[src/rtl/ula_pkg.sv]
// ula_pkg: ALU control codes shared with the ALU control decoder, plus the
// state encoding of the multi-cycle ALU sequencer.
package ula_pkg;

   localparam logic [2:0] ALU_ADD  = 3'b000;
   localparam logic [2:0] ALU_SUB  = 3'b001;
   localparam logic [2:0] ALU_MULT = 3'b010;
   localparam logic [2:0] ALU_DIV  = 3'b011;
   localparam logic [2:0] ALU_SLT  = 3'b100;

   // ST_EXEC is the cycle after acceptance: single-cycle ops are evaluated
   // from the latched operands, iterative ops load the shift datapath.
   typedef enum logic [2:0] {
      ST_IDLE,
      ST_EXEC,
      ST_CALC,
      ST_SIGN,
      ST_DONE
   } ula_state_t;

   // True for the operations that go through the iterative datapath when
   // the operands allow it (div by zero is short-circuited by the caller).
   function automatic logic is_iterative(input logic [2:0] op);
      return (op == ALU_MULT) || (op == ALU_DIV);
   endfunction

endpackage

[src/rtl/mult_div_iterativo.sv]
// mult_div_iterativo: unsigned shift-add multiplier / restoring divider on
// operand magnitudes, one bit per step, with a final sign-correction step.
// hi/lo double as accumulator/remainder and multiplier/quotient registers.
module mult_div_iterativo
   import ula_pkg::*;
#(
   parameter int WIDTH = 32
)
(
   input  logic             clk,
   input  logic             reset,
   input  logic             load,
   input  logic             step,
   input  logic             sign_fix,
   input  logic             op_div,
   input  logic             neg_q,
   input  logic             neg_r,
   input  logic [WIDTH-1:0] mag_a,
   input  logic [WIDTH-1:0] mag_b,
   output logic [WIDTH-1:0] hi_fix,
   output logic [WIDTH-1:0] lo_fix,
   output logic             last
);

   localparam int CNT_W = $clog2(WIDTH) + 1;
   localparam logic [CNT_W-1:0] CNT_LOAD = CNT_W'(WIDTH - 1);
   localparam logic [CNT_W-1:0] CNT_ONE  = CNT_W'(1);

   logic [WIDTH-1:0]   hi_q, hi_d;
   logic [WIDTH-1:0]   lo_q, lo_d;
   logic [WIDTH-1:0]   md_q, md_d;
   logic [CNT_W-1:0]   cnt_q, cnt_d;
   logic               op_div_q, op_div_d;
   logic               neg_q_q, neg_q_d;
   logic               neg_r_q, neg_r_d;

   logic [WIDTH:0]     mul_sum;
   logic [WIDTH:0]     shift_rem;
   logic               rem_ge;
   logic [WIDTH-1:0]   rem_diff;
   logic [2*WIDTH-1:0] prod_fix;

   // Per-step arithmetic and the sign-corrected view of the current registers
   always_comb begin
      mul_sum   = lo_q[0] ? ({1'b0, hi_q} + {1'b0, md_q}) : {1'b0, hi_q};
      shift_rem = {hi_q, lo_q[WIDTH-1]};
      rem_ge    = (shift_rem >= {1'b0, md_q});
      rem_diff  = shift_rem[WIDTH-1:0] - md_q;
      prod_fix  = neg_q_q ? -{hi_q, lo_q} : {hi_q, lo_q};
      if (op_div_q) begin
         hi_fix = neg_r_q ? -hi_q : hi_q;
         lo_fix = neg_q_q ? -lo_q : lo_q;
      end else begin
         hi_fix = prod_fix[2*WIDTH-1:WIDTH];
         lo_fix = prod_fix[WIDTH-1:0];
      end
   end

   // Next-state of the datapath registers for load / step / sign-fix
   always_comb begin
      hi_d     = hi_q;
      lo_d     = lo_q;
      md_d     = md_q;
      cnt_d    = cnt_q;
      op_div_d = op_div_q;
      neg_q_d  = neg_q_q;
      neg_r_d  = neg_r_q;
      if (load) begin
         hi_d     = '0;
         lo_d     = mag_a;
         md_d     = mag_b;
         cnt_d    = CNT_LOAD;
         op_div_d = op_div;
         neg_q_d  = neg_q;
         neg_r_d  = neg_r;
      end else if (step) begin
         if (op_div_q) begin
            if (rem_ge) begin
               hi_d = rem_diff;
               lo_d = {lo_q[WIDTH-2:0], 1'b1};
            end else begin
               hi_d = shift_rem[WIDTH-1:0];
               lo_d = {lo_q[WIDTH-2:0], 1'b0};
            end
         end else begin
            hi_d = mul_sum[WIDTH:1];
            lo_d = {mul_sum[0], lo_q[WIDTH-1:1]};
         end
         if (cnt_q != '0) begin
            cnt_d = cnt_q - CNT_ONE;
         end
      end else if (sign_fix) begin
         hi_d = hi_fix;
         lo_d = lo_fix;
      end
   end

   // Datapath register bank
   always_ff @(posedge clk or posedge reset) begin
      if (reset) begin
         hi_q     <= '0;
         lo_q     <= '0;
         md_q     <= '0;
         cnt_q    <= '0;
         op_div_q <= 1'b0;
         neg_q_q  <= 1'b0;
         neg_r_q  <= 1'b0;
      end else begin
         hi_q     <= hi_d;
         lo_q     <= lo_d;
         md_q     <= md_d;
         cnt_q    <= cnt_d;
         op_div_q <= op_div_d;
         neg_q_q  <= neg_q_d;
         neg_r_q  <= neg_r_d;
      end
   end

   assign last = (cnt_q == '0);

endmodule

[src/rtl/ula_multiciclo.sv]
// ula_multiciclo: multi-cycle MIPS ALU. add/sub/slt complete in one execute
// cycle; signed mult/div run iteratively into HI/LO behind a start/busy/done
// handshake so the main control FSM can stall.
module ula_multiciclo
   import ula_pkg::*;
#(
   parameter int WIDTH = 32
)
(
   input  logic             clk,
   input  logic             reset,
   input  logic             start,
   input  logic [2:0]       alu_con,
   input  logic [WIDTH-1:0] a,
   input  logic [WIDTH-1:0] b,
   output logic [WIDTH-1:0] result,
   output logic             zero,
   output logic [WIDTH-1:0] hi,
   output logic [WIDTH-1:0] lo,
   output logic             busy,
   output logic             done,
   output logic             div_by_zero
);

   ula_state_t       state_q, state_d;
   logic [2:0]       op_q, op_d;
   logic [WIDTH-1:0] a_q, a_d;
   logic [WIDTH-1:0] b_q, b_d;
   logic [WIDTH-1:0] result_q, result_d;
   logic             zero_q, zero_d;
   logic [WIDTH-1:0] hi_q, hi_d;
   logic [WIDTH-1:0] lo_q, lo_d;
   logic             dbz_q, dbz_d;

   logic [WIDTH-1:0] mag_a, mag_b;
   logic             b_is_zero;
   logic             use_iter;
   logic [WIDTH-1:0] single_res;
   logic             dp_load, dp_step, dp_sign_fix;
   logic [WIDTH-1:0] dp_hi, dp_lo;
   logic             dp_last;

   // Operand magnitudes and the decision whether the iterative path is used
   always_comb begin
      mag_a     = a_q[WIDTH-1] ? -a_q : a_q;
      mag_b     = b_q[WIDTH-1] ? -b_q : b_q;
      b_is_zero = (b_q == '0);
      use_iter  = is_iterative(op_q) && !((op_q == ALU_DIV) && b_is_zero);
   end

   // Single-cycle results; div here only happens for a zero divisor
   always_comb begin
      single_res = '0;
      case (op_q)
         ALU_ADD: single_res = a_q + b_q;
         ALU_SUB: single_res = a_q - b_q;
         ALU_SLT: single_res = {{(WIDTH-1){1'b0}}, ($signed(a_q) < $signed(b_q))};
         ALU_DIV: single_res = '1;
         default: single_res = '0;
      endcase
   end

   mult_div_iterativo #(
      .WIDTH(WIDTH)
   ) u_mult_div (
      .clk      (clk),
      .reset    (reset),
      .load     (dp_load),
      .step     (dp_step),
      .sign_fix (dp_sign_fix),
      .op_div   (op_q == ALU_DIV),
      .neg_q    (a_q[WIDTH-1] ^ b_q[WIDTH-1]),
      .neg_r    (a_q[WIDTH-1]),
      .mag_a    (mag_a),
      .mag_b    (mag_b),
      .hi_fix   (dp_hi),
      .lo_fix   (dp_lo),
      .last     (dp_last)
   );

   // Sequencer next-state, datapath controls and output register updates
   always_comb begin
      state_d     = state_q;
      op_d        = op_q;
      a_d         = a_q;
      b_d         = b_q;
      result_d    = result_q;
      zero_d      = zero_q;
      hi_d        = hi_q;
      lo_d        = lo_q;
      dbz_d       = dbz_q;
      dp_load     = 1'b0;
      dp_step     = 1'b0;
      dp_sign_fix = 1'b0;
      case (state_q)
         ST_IDLE: begin
            if (start) begin
               op_d    = alu_con;
               a_d     = a;
               b_d     = b;
               state_d = ST_EXEC;
            end
         end
         ST_EXEC: begin
            if (use_iter) begin
               dp_load = 1'b1;
               state_d = ST_CALC;
            end else begin
               result_d = single_res;
               zero_d   = (single_res == '0);
               dbz_d    = (op_q == ALU_DIV);
               if (op_q == ALU_DIV) begin
                  hi_d = a_q;
                  lo_d = '1;
               end
               state_d = ST_DONE;
            end
         end
         ST_CALC: begin
            dp_step = 1'b1;
            if (dp_last) begin
               state_d = ST_SIGN;
            end
         end
         ST_SIGN: begin
            dp_sign_fix = 1'b1;
            result_d    = dp_lo;
            zero_d      = (dp_lo == '0);
            hi_d        = dp_hi;
            lo_d        = dp_lo;
            dbz_d       = 1'b0;
            state_d     = ST_DONE;
         end
         ST_DONE: begin
            state_d = ST_IDLE;
         end
         default: begin
            state_d = ST_IDLE;
         end
      endcase
   end

   // State, latched request and architectural output registers
   always_ff @(posedge clk or posedge reset) begin
      if (reset) begin
         state_q  <= ST_IDLE;
         op_q     <= ALU_ADD;
         a_q      <= '0;
         b_q      <= '0;
         result_q <= '0;
         zero_q   <= 1'b1;
         hi_q     <= '0;
         lo_q     <= '0;
         dbz_q    <= 1'b0;
      end else begin
         state_q  <= state_d;
         op_q     <= op_d;
         a_q      <= a_d;
         b_q      <= b_d;
         result_q <= result_d;
         zero_q   <= zero_d;
         hi_q     <= hi_d;
         lo_q     <= lo_d;
         dbz_q    <= dbz_d;
      end
   end

   assign result      = result_q;
   assign zero        = zero_q;
   assign hi          = hi_q;
   assign lo          = lo_q;
   assign div_by_zero = dbz_q;
   assign busy        = (state_q != ST_IDLE);
   assign done        = (state_q == ST_DONE);

endmodule

[config.mk]
export PLATFORM = sky130hd
export DESIGN_NAME = ula_multiciclo
export DESIGN_NICKNAME = d
export VERILOG_FILES = /design/src/rtl/ula_pkg.sv /design/src/rtl/mult_div_iterativo.sv /design/src/rtl/ula_multiciclo.sv
export SDC_FILE = /design/constraint.sdc
export NUM_CORES = 1
export LEC_CHECK = 0
export ABC_AREA = 0
export BUFFER_PORTS_ARGS = -buffer_cell sky130_fd_sc_hd__buf_2
export CORE_UTILIZATION = 30
export CTS_BUF_LIST = sky130_fd_sc_hd__clkbuf_8
export DETAILED_ROUTE_END_ITERATION = 12
export GPL_TIMING_DRIVEN = 1
export PLACE_DENSITY = 0.46
export REMOVE_ABC_BUFFERS = 1
export SLEW_MARGIN = 10
export SYNTH_ARGS = -nofsm -noshare
export SYNTH_HDL_FRONTEND = slang
export SYNTH_SLANG_ARGS = --single-unit
[constraint.sdc]
create_clock -name clk -period 11.7 [get_ports clk]
set_clock_uncertainty 0.05 [all_clocks]
set_input_delay 1.17 -clock clk [delete_from_list [all_inputs] [get_ports clk]]
set_output_delay 1.17 -clock clk [all_outputs]
set_load 0.01 [all_outputs]
[After elaboration in Yosys (flattened, before gate mapping)]
Index checks and enable logic that the tools add are counted.
Widths: inputs -> output; s select.
Storage, ports and cells
  input port bits: 70
  register bits: 273
  word-level logic and storage cells: 104
Cells by class
  multiplexer cells: 42
  $add $sub $neg: 10
  reductions and logical operators: 21
  equal/unequal tests: 12
  bitwise operators: 1
  $lt $le $gt $ge: 2
Operators with widths (number)
  $mux 32: 20
  $pmux 32 s2: 3
  $neg 32->32: 4
  $pmux 32 s4: 1
  $logic_not 32->1: 3
  $mux 64: 1
  $neg 64->64: 1
  $sub 32x32->32: 2
  $add 32x32->33: 1
  $ge 33x32->1: 1
  $mux 33: 1
  $add 32x32->32: 1
  $lt 32x32->1: 1
  $mux 6: 3
  $eq 3x2->1 const B: 4
  $pmux 3 s4: 1
  $mux 3: 3
  $reduce_and 2->1: 4
  $mux 1: 7
  $eq 3x1->1 const B: 2
  $eq 3x3->1 const B: 2
  $logic_not 3->1: 2
  $logic_not 6->1: 1
  $ne 2x2->1 const B: 3
  other kinds (11): 16

[Longest topological paths before layout]
Gate-level depths: netlist (run 1).
  depth after elaboration: 8
  mapped depth: 17
  gate-level depth less buffers: 16

[By module]
A second synthesis (run 1) with hierarchy kept.
Second synthesis, totals
  cells, all modules: 2965
  area total of the unflattened synthesis: 23522.6 µm²
By module, submodules not included
  ula_multiciclo: instances 1, cells an instance 1490, area an instance 12364.4 µm²
  mult_div_iterativo: instances 1, cells an instance 1475, area an instance 11158.2 µm²

[Worst setup path before layout (run 1)]
No wires, ideal clock.
  path type: register -> register
  start point: register u_mult_div.lo_q[0]
  end point: register u_mult_div.hi_q[16]
  setup slack: 7.386 ns
  cell stages (with the launch flop): 18
  arrival time: 4.137 ns
  clock period less this slack: 4.314 ns
  cell sequence: dfrtp_1 > clkbuf_1 > inv_1 > clkbuf_1 > ha_1 > or3b_2 > or2_2 > or2_2 > or3_1 > or3_1 > and2_1 > clkbuf_1 > nor4_2 > a21o_1 > nor2_1 > nor2_1 > a21oi_1 > a311o_1
Between the ends
  cells in the longest elaborated chain, start to end: 6
  elaborated cells on any way between the ends: 8
RTL lines
  start: declaration: RTL line mult_div_iterativo.sv:30  | logic [WIDTH-1:0] lo_q, lo_d;
  start signal: assignment: RTL line mult_div_iterativo.sv:110  | lo_q <= lo_d;
  $neg 64->64: RTL line mult_div_iterativo.sv:49  | prod_fix = neg_q_q ? -{hi_q, lo_q} : {hi_q, lo_q};
  $mux 64: RTL line mult_div_iterativo.sv:49
  $mux 32: RTL line mult_div_iterativo.sv:50  | if (op_div_q) begin
  $mux 32: RTL line mult_div_iterativo.sv:92  | end else if (sign_fix) begin
  $mux 32 (*): RTL line mult_div_iterativo.sv:76  | end else if (step) begin
  $mux 32 (*): RTL line mult_div_iterativo.sv:68  | if (load) begin
  end signal: assignment: RTL line mult_div_iterativo.sv:109  | hi_q <= hi_d;
  end: declaration: RTL line mult_div_iterativo.sv:29  | logic [WIDTH-1:0] hi_q, hi_d;
Mark *: on every way between the ends. The rest lies on a longest branch, timed or not. The select of a mux whose other input is x is not followed.
A chain may end at the register's enable or synchronous reset.

[Worst setup path after layout (run 1)]
  start point: register b_q[1]
  end point: register u_mult_div.hi_q[26]
Between the ends
  cells in the longest elaborated chain, start to end: 7
  elaborated cells on any way between the ends: 8
RTL lines
  start: declaration: RTL line ula_multiciclo.sv:28  | logic [WIDTH-1:0] b_q, b_d;
  start signal: assignment: RTL line ula_multiciclo.sv:149  | b_q <= '0;
  start signal: assignment: RTL line ula_multiciclo.sv:159  | b_q <= b_d;
  $logic_not 32->1 (*): RTL line ula_multiciclo.sv:47  | b_is_zero = (b_q == '0);
  $logic_and 1x1->1 (*): RTL line ula_multiciclo.sv:48  | use_iter = is_iterative(op_q) && !((op_q == ALU_DIV) && b_is_zero);
  $logic_not 1->1 (*): RTL line ula_multiciclo.sv:48
  $logic_and 1x1->1 (*): RTL line ula_multiciclo.sv:48
  $mux 1 (*): RTL line ula_multiciclo.sv:105  | if (use_iter) begin
  $mux 1 (*): RTL line ula_multiciclo.sv:95  | case (state_q)
  $reduce_bool 3->1 (no source line) / $mux 32 (equally long branches)
Mark *: on every way between the ends. The rest lies on a longest branch, timed or not.

==> reports/results.txt, run 1 <==
Min-delay worst type: reg -> reg
Drt drc: 0
H-tree Lvls: 2
CP Launch Type: flip-flop
Number of antenna-violating nets in the routed design: 0
Clk_lat worst skew: 690 ps
DR vias: 23200
Port bufs: 169
Initial core utilization: 0.304
TNS Setup: 0 ps
Worst slew margin: 0.276
Post-synth ARST share: 1.00
Syn-to-layout area delta: 12.8%
Hold Fails Final Rpt: 0
Rows: 100
Cell Area, Synth: 22800 um2
Worst-path clk slew: 70 ps
CTS tree: built
EDFF count, synth: 0
First-pass DRT Iterations: 6
Area after DPL: 24500 um2
Register area share after synthesis: 0.300
CP max FO: 38
Die Width: 278 um
Wire length per cell: 25.7 um
Slew Limit Fails: 0
Area leader, netlist: dfrtp_1
CTS resizes: 0
Hold endpoint: hi[11]
Yosys warnings: 0
# setup viols final: 0
Nets: 3166
Clock buffer count from CTS: 56
Top post-synthesis cells by count: nand2_1 (285), o21ai_0 (275), dfrtp_1 (272)
Hpwl dp: 76400 um
Cells after Synth: 2882
Measured slew at the worst slew-check pin: 1080 ps
WL final: 102000 um
Area of the core: 74800 um2
WL met3: 5370 um
Most frequent cell after synthesis: nand2_1
Synth top area cells: dfrtp_1 (30%), ha_1 (7.3%), o21ai_0 (6.0%), a21oi_1 (5.8%), nand2_1 (4.7%)
CTS root buffer: clkbuf_8
Tot GR Track Use: 0.259
Worst Hold Slack: 421 ps
Max Used Layer: met4
Status: completed
Vias per inst: 5.83
WL met1: 46800 um
Reg2reg start: b_q[1]
Layout cells sized above 1: 0.134
Clk buf depth: 3
Met2 wire length: 46800 um
Largest net degree at the start of global routing: 97
Num Clock Sinks: 273
Fmax: 0.196 GHz
Synthesized flop and latch total: 273
Reg2reg path depth: 15
First-pass GRT wire length: 152000 um
Endpoint type of the worst setup path: flip-flop
Final cell area excluding filler cells: 25700 um2
Hold Path Stages: 2
Tmin final: 5090 ps
Die area: 77100 um2
Distinct cells, synth: 82
Vias in the first global route: 22700
Yosys top cell area share: 0.299
Aggregate global routing overflow: 0
Post-synthesis area per instance: 7.91 um2
Hold-fix buffers, CTS: 0
Max Cap Viol: 0
Flop2flop setup slack: 6610 ps
DRT iter0 DRCs: 2084
Hold_sp: hi[11]
Setup CP Type: reg -> reg
GPL Wtd Cong: 0.903
Setup bufs post-CTS: 0
Chip height: 278 um
Unrepaired setup endpoints after global routing: false
Critical Path RT: 12270 ps
Final period utilization: 0.435
Top FF cell, synth: dfrtp_1
R2r endpoint: u_mult_div.hi_q[26]
Crit path DAT: 5660 ps
# IOs: 170
Initial antenna violation count: 1
## worst max path at each step
stage,from,to
floorplan,b_q[1],u_mult_div.hi_q[19]
global placement,a_q[0],zero
detailed placement,b_q[1],u_mult_div.hi_q[26]
CTS,b_q[1],u_mult_div.hi_q[26]
global route,b_q[1],u_mult_div.hi_q[26]
finish,b_q[1],u_mult_div.hi_q[26]
## metrics by stage
| step | setup WS, ps | std cells | utilization |
|---|---|---|---|
| CTS | 6640 | 3971 | 0.343 |
| detailed placement | 6650 | 3870 | 0.327 |
| floorplan | 2850 | 2690 | - |
| finish | 6610 | 3973 | 0.343 |
| global route | 6360 | 3973 | 0.343 |
| global placement | 6450 | 3870 | 0.327 |
## layout make-up
cell class / instances / area, um2
clock inverters: 31 / 238
well taps: 969 / 1210
multi-input cells: 2283 / 14800
clock buffers: 70 / 963
flip-flops and latches: 273 / 6840
diodes: 2 / 5.00
fillers: 7920 / 49100
inverters: 134 / 510
repair buffers: 211 / 1160
## registers in the layout, indices dropped and copies added, names as in the netlist
name                 flops
u_mult_div.lo_q         32
u_mult_div.neg_r_q       1
result                  32
b_q                     32
u_mult_div.neg_q_q       1
hi                      32
div_by_zero              1
op_q                     3
zero                     1
u_mult_div.hi_q         32
lo                      32
u_mult_div.op_div_q      1
u_mult_div.md_q         32
u_mult_div.cnt_q         6
state_q                  3
a_q                     32
## worst max-delay path: stages, from the launching register on
cell and delay [ps]:
dfrtp_1 450, inv_1 180, ha_1 230, nand4_1 300, or4_1 690, or3_4 470, or4_4 470, nand3_1 160
or2_2 130, buf_4 410, nand2_1 550, buf_4 430, o21ai_0 130, a22oi_1 120, o21ai_0 100, a211o_1 120
## cell families after synthesis
group           synth area share
mux                       0.0459
flops                      0.300
xor+xnor                  0.0700
buf+inv                   0.0541
compound gates             0.268
fa+ha+maj                 0.0766
simple gates               0.186
## routing by layer
metal / track usage / vias up
met5: 0 / -
met4: 0.0786 / 0
li1: - / 10600
met2: 0.419 / 859
met3: 0.0274 / 160
met1: 0.361 / 11500
## layout by cell type, fill, tap and decap left out, types with 44 or more instances in the layout
cell | netlist | layout
a211oi_1 | 50 | 50
a21oi_1 | 265 | 265
buf_2 | 2 | 169
clkbuf_8 | 0 | 70
dfrtp_1 | 272 | 271
ha_1 | 133 | 133
inv_1 | 132 | 148
mux2i_1 | 56 | 56
nand2_1 | 285 | 284
nor2_1 | 270 | 266
nor3_1 | 72 | 72
o21ai_0 | 275 | 275
o31ai_1 | 44 | 44
xnor2_1 | 115 | 115
xor2_1 | 67 | 67
Power of run 1 is left out: the tool's default activity adds up to more than one toggle a clock period on the data nets, which glitch-free logic cannot reach.
==> run 2: changes to the inputs <==
PLACE_DENSITY = 0.47   (was 0.46)
clock period = 4.35 ns   (was 11.7 ns; I/O delays follow)
==> reports/results.txt, run 2 (synthesized netlist as in run 1, its figures left out) <==
Reg2reg path depth: 11 (-4)
Nets: 3380 (+6.8%)
H-tree Lvls: 2 (unchanged)
Status: completed
Worst slew margin: 0.397 (+0.121)
# setup viols final: 0 (unchanged)
Critical Path RT: 4850 ps (-7420 ps)
DR vias: 23900 (+3.1%)
Area taken by multi-input logic gates: 14900 um2 (+0.79%)
Clk_lat worst skew: 690 ps (about the same)
Initial core utilization: 0.304 (unchanged)
GPL Wtd Cong: 0.954 (+5.6%)
Max Cap Viol: 0 (unchanged)
Flop2flop setup slack: 120 ps (-6490 ps)
Fill count: 7921 (+0.013%)
Endpoint type of the worst setup path: flip-flop
Setup bufs post-CTS: 0 (unchanged)
Area of the core: 74800 um2 (unchanged)
Initial antenna violation count: 3 (+2)
Worst Setup EP: u_mult_div.lo_q[29]
Die Width: 278 um (unchanged)
Port bufs: 169 (unchanged)
Largest net degree at the start of global routing: 94 (-3.1%)
Dpl cells: 4026 (+4.0%)
R2r endpoint: u_mult_div.lo_q[29]
CTS tree: built
Vias in the first global route: 23700 (+4.1%)
Chip height: 278 um (unchanged)
Commonest non-fill, non-tap cells in the layout: nand2_1 (284), o21ai_0 (270), dfrtp_1 (270), nor2_1 (266), a21oi_1 (261)
Clock buffer count from CTS: 53 (-5.4%)
Num Clock Sinks: 273 (unchanged)
Layout cells sized above 1: 0.178 (+0.0440)
First-pass GRT wire length: 154000 um (+1.7%)
Min-delay worst type: in -> reg
Final core occ: 0.369 (+0.0254)
Area after DPL: 25700 um2 (+5.0%)
Hold Path Stages: 3 (+1)
Most common cell after layout, fill and taps aside: nand2_1
Wire length per cell: 24.7 um (-3.9%)
DRT iter0 DRCs: 2146 (+3.0%)
Measured slew at the worst slew-check pin: 902 ps (-180 ps)
TNS Setup: 0 ps (unchanged)
CP Launch Type: flip-flop
# diodes: 0 (-2)
Drt drc: 0 (unchanged)
Register Area: 6840 um2 (about the same)
CTS root buffer: clkbuf_8
First-pass DRT Iterations: 6 (unchanged)
Hold Fails Final Rpt: 0 (unchanged)
Fmax: 0.236 GHz (+20%)
Reg2reg start: a_q[7]
Rows: 100 (unchanged)
Fin cells: 4184 (+5.3%)
Critical Path Source: a_q[7]
Final period utilization: 0.973 (+0.538)
Unrepaired setup endpoints after global routing: false
Tmin final: 4230 ps (-857 ps)
Worst-path clk slew: 70 ps (about the same)
Slew Limit Fails: 0 (unchanged)
Aggregate global routing overflow: 0 (unchanged)
Syn-to-layout area delta: 21.1%
Tot GR Track Use: 0.263 (+0.00350)
Clk buf depth: 3 (unchanged)
Crit path DAT: 4730 ps (-930 ps)
CP max FO: 7 (-82%)
Vias per inst: 5.71 (-2.1%)
Setup CP Type: reg -> reg
Number of antenna-violating nets in the routed design: 0 (unchanged)
WL final: 103000 um (+1.2%)
Hpwl dp: 78200 um (+2.4%)
Die area: 77100 um2 (unchanged)
Final cell area excluding filler cells: 27600 um2 (+7.4%)
# IOs: 170 (unchanged)
## run 2: changes by cell type in the layout (fill, tap and decap cells not counted), sizes merged
cell and delta:
buf +156, bufinv -2, clkinv -3, clkinvlp +1
diode -2, dlygate4sd3 +61
## run 2: worst max-delay path, stage by stage (launching register included)
cell and delay, ps:
dfrtp_2 480, or4_4 600, or3_4 370, or4_4 460, or4_4 470, nand2b_4 190, or3_4 400, or4_4 440
o21ai_2 140, xor2_1 200, a21oi_1 90, o22a_1 190
## run 2: worst min-delay path by stage
stage / start / to / slack [ps]
after floorplan: u_mult_div.md_q[25] / u_mult_div.md_q[25] / 430
after global placement: hi[14] / hi[14] / 410
after detailed placement: hi[13] / hi[13] / 420
after CTS: b[20] / b_q[20] / 2
after global routing: b[22] / b_q[22] / 30
final: b[21] / b_q[21] / 60
## run 2: layout make-up
class                      instances  share of cell area
clock buffer                      70              0.0349
tap                              969              0.0439
clock inverter                    27             0.00599
inverter                         134              0.0185
multi-input combinational       2283               0.539
sequential                       273               0.248
timing repair buffer             428               0.109
## run 2: metrics by stage
stage / setup WS (ps) / hold WS (ps)
2_1_floorplan: -4500 / 428
3_3_place_gp: -26.0 / 410
3_5_place_dp: -68.4 / 416
4_1_cts: 18.6 / 1.56
5_1_grt: 20.0 / 31.5
6_report: 116 / 58.9
## run 2: per-layer routing
layer | global-route usage | routed length [um] | part of all wire
met1 | 0.354 | 46200 | 0.45
met3 | 0.0347 | 5900 | 0.057
met4 | 0.0918 | 3410 | 0.033
met2 | 0.429 | 47800 | 0.46
met5 | 0 | 0 | 0
## run 2: repair_timing
item,4_1_cts,5_1_grt
endpoints found under the setup margin,4,22
pin swaps,0,6
resized for setup,4,30
hold endpoints to repair,149,0
hold buffers,61,0
Power of run 2 is left out for the same reason.
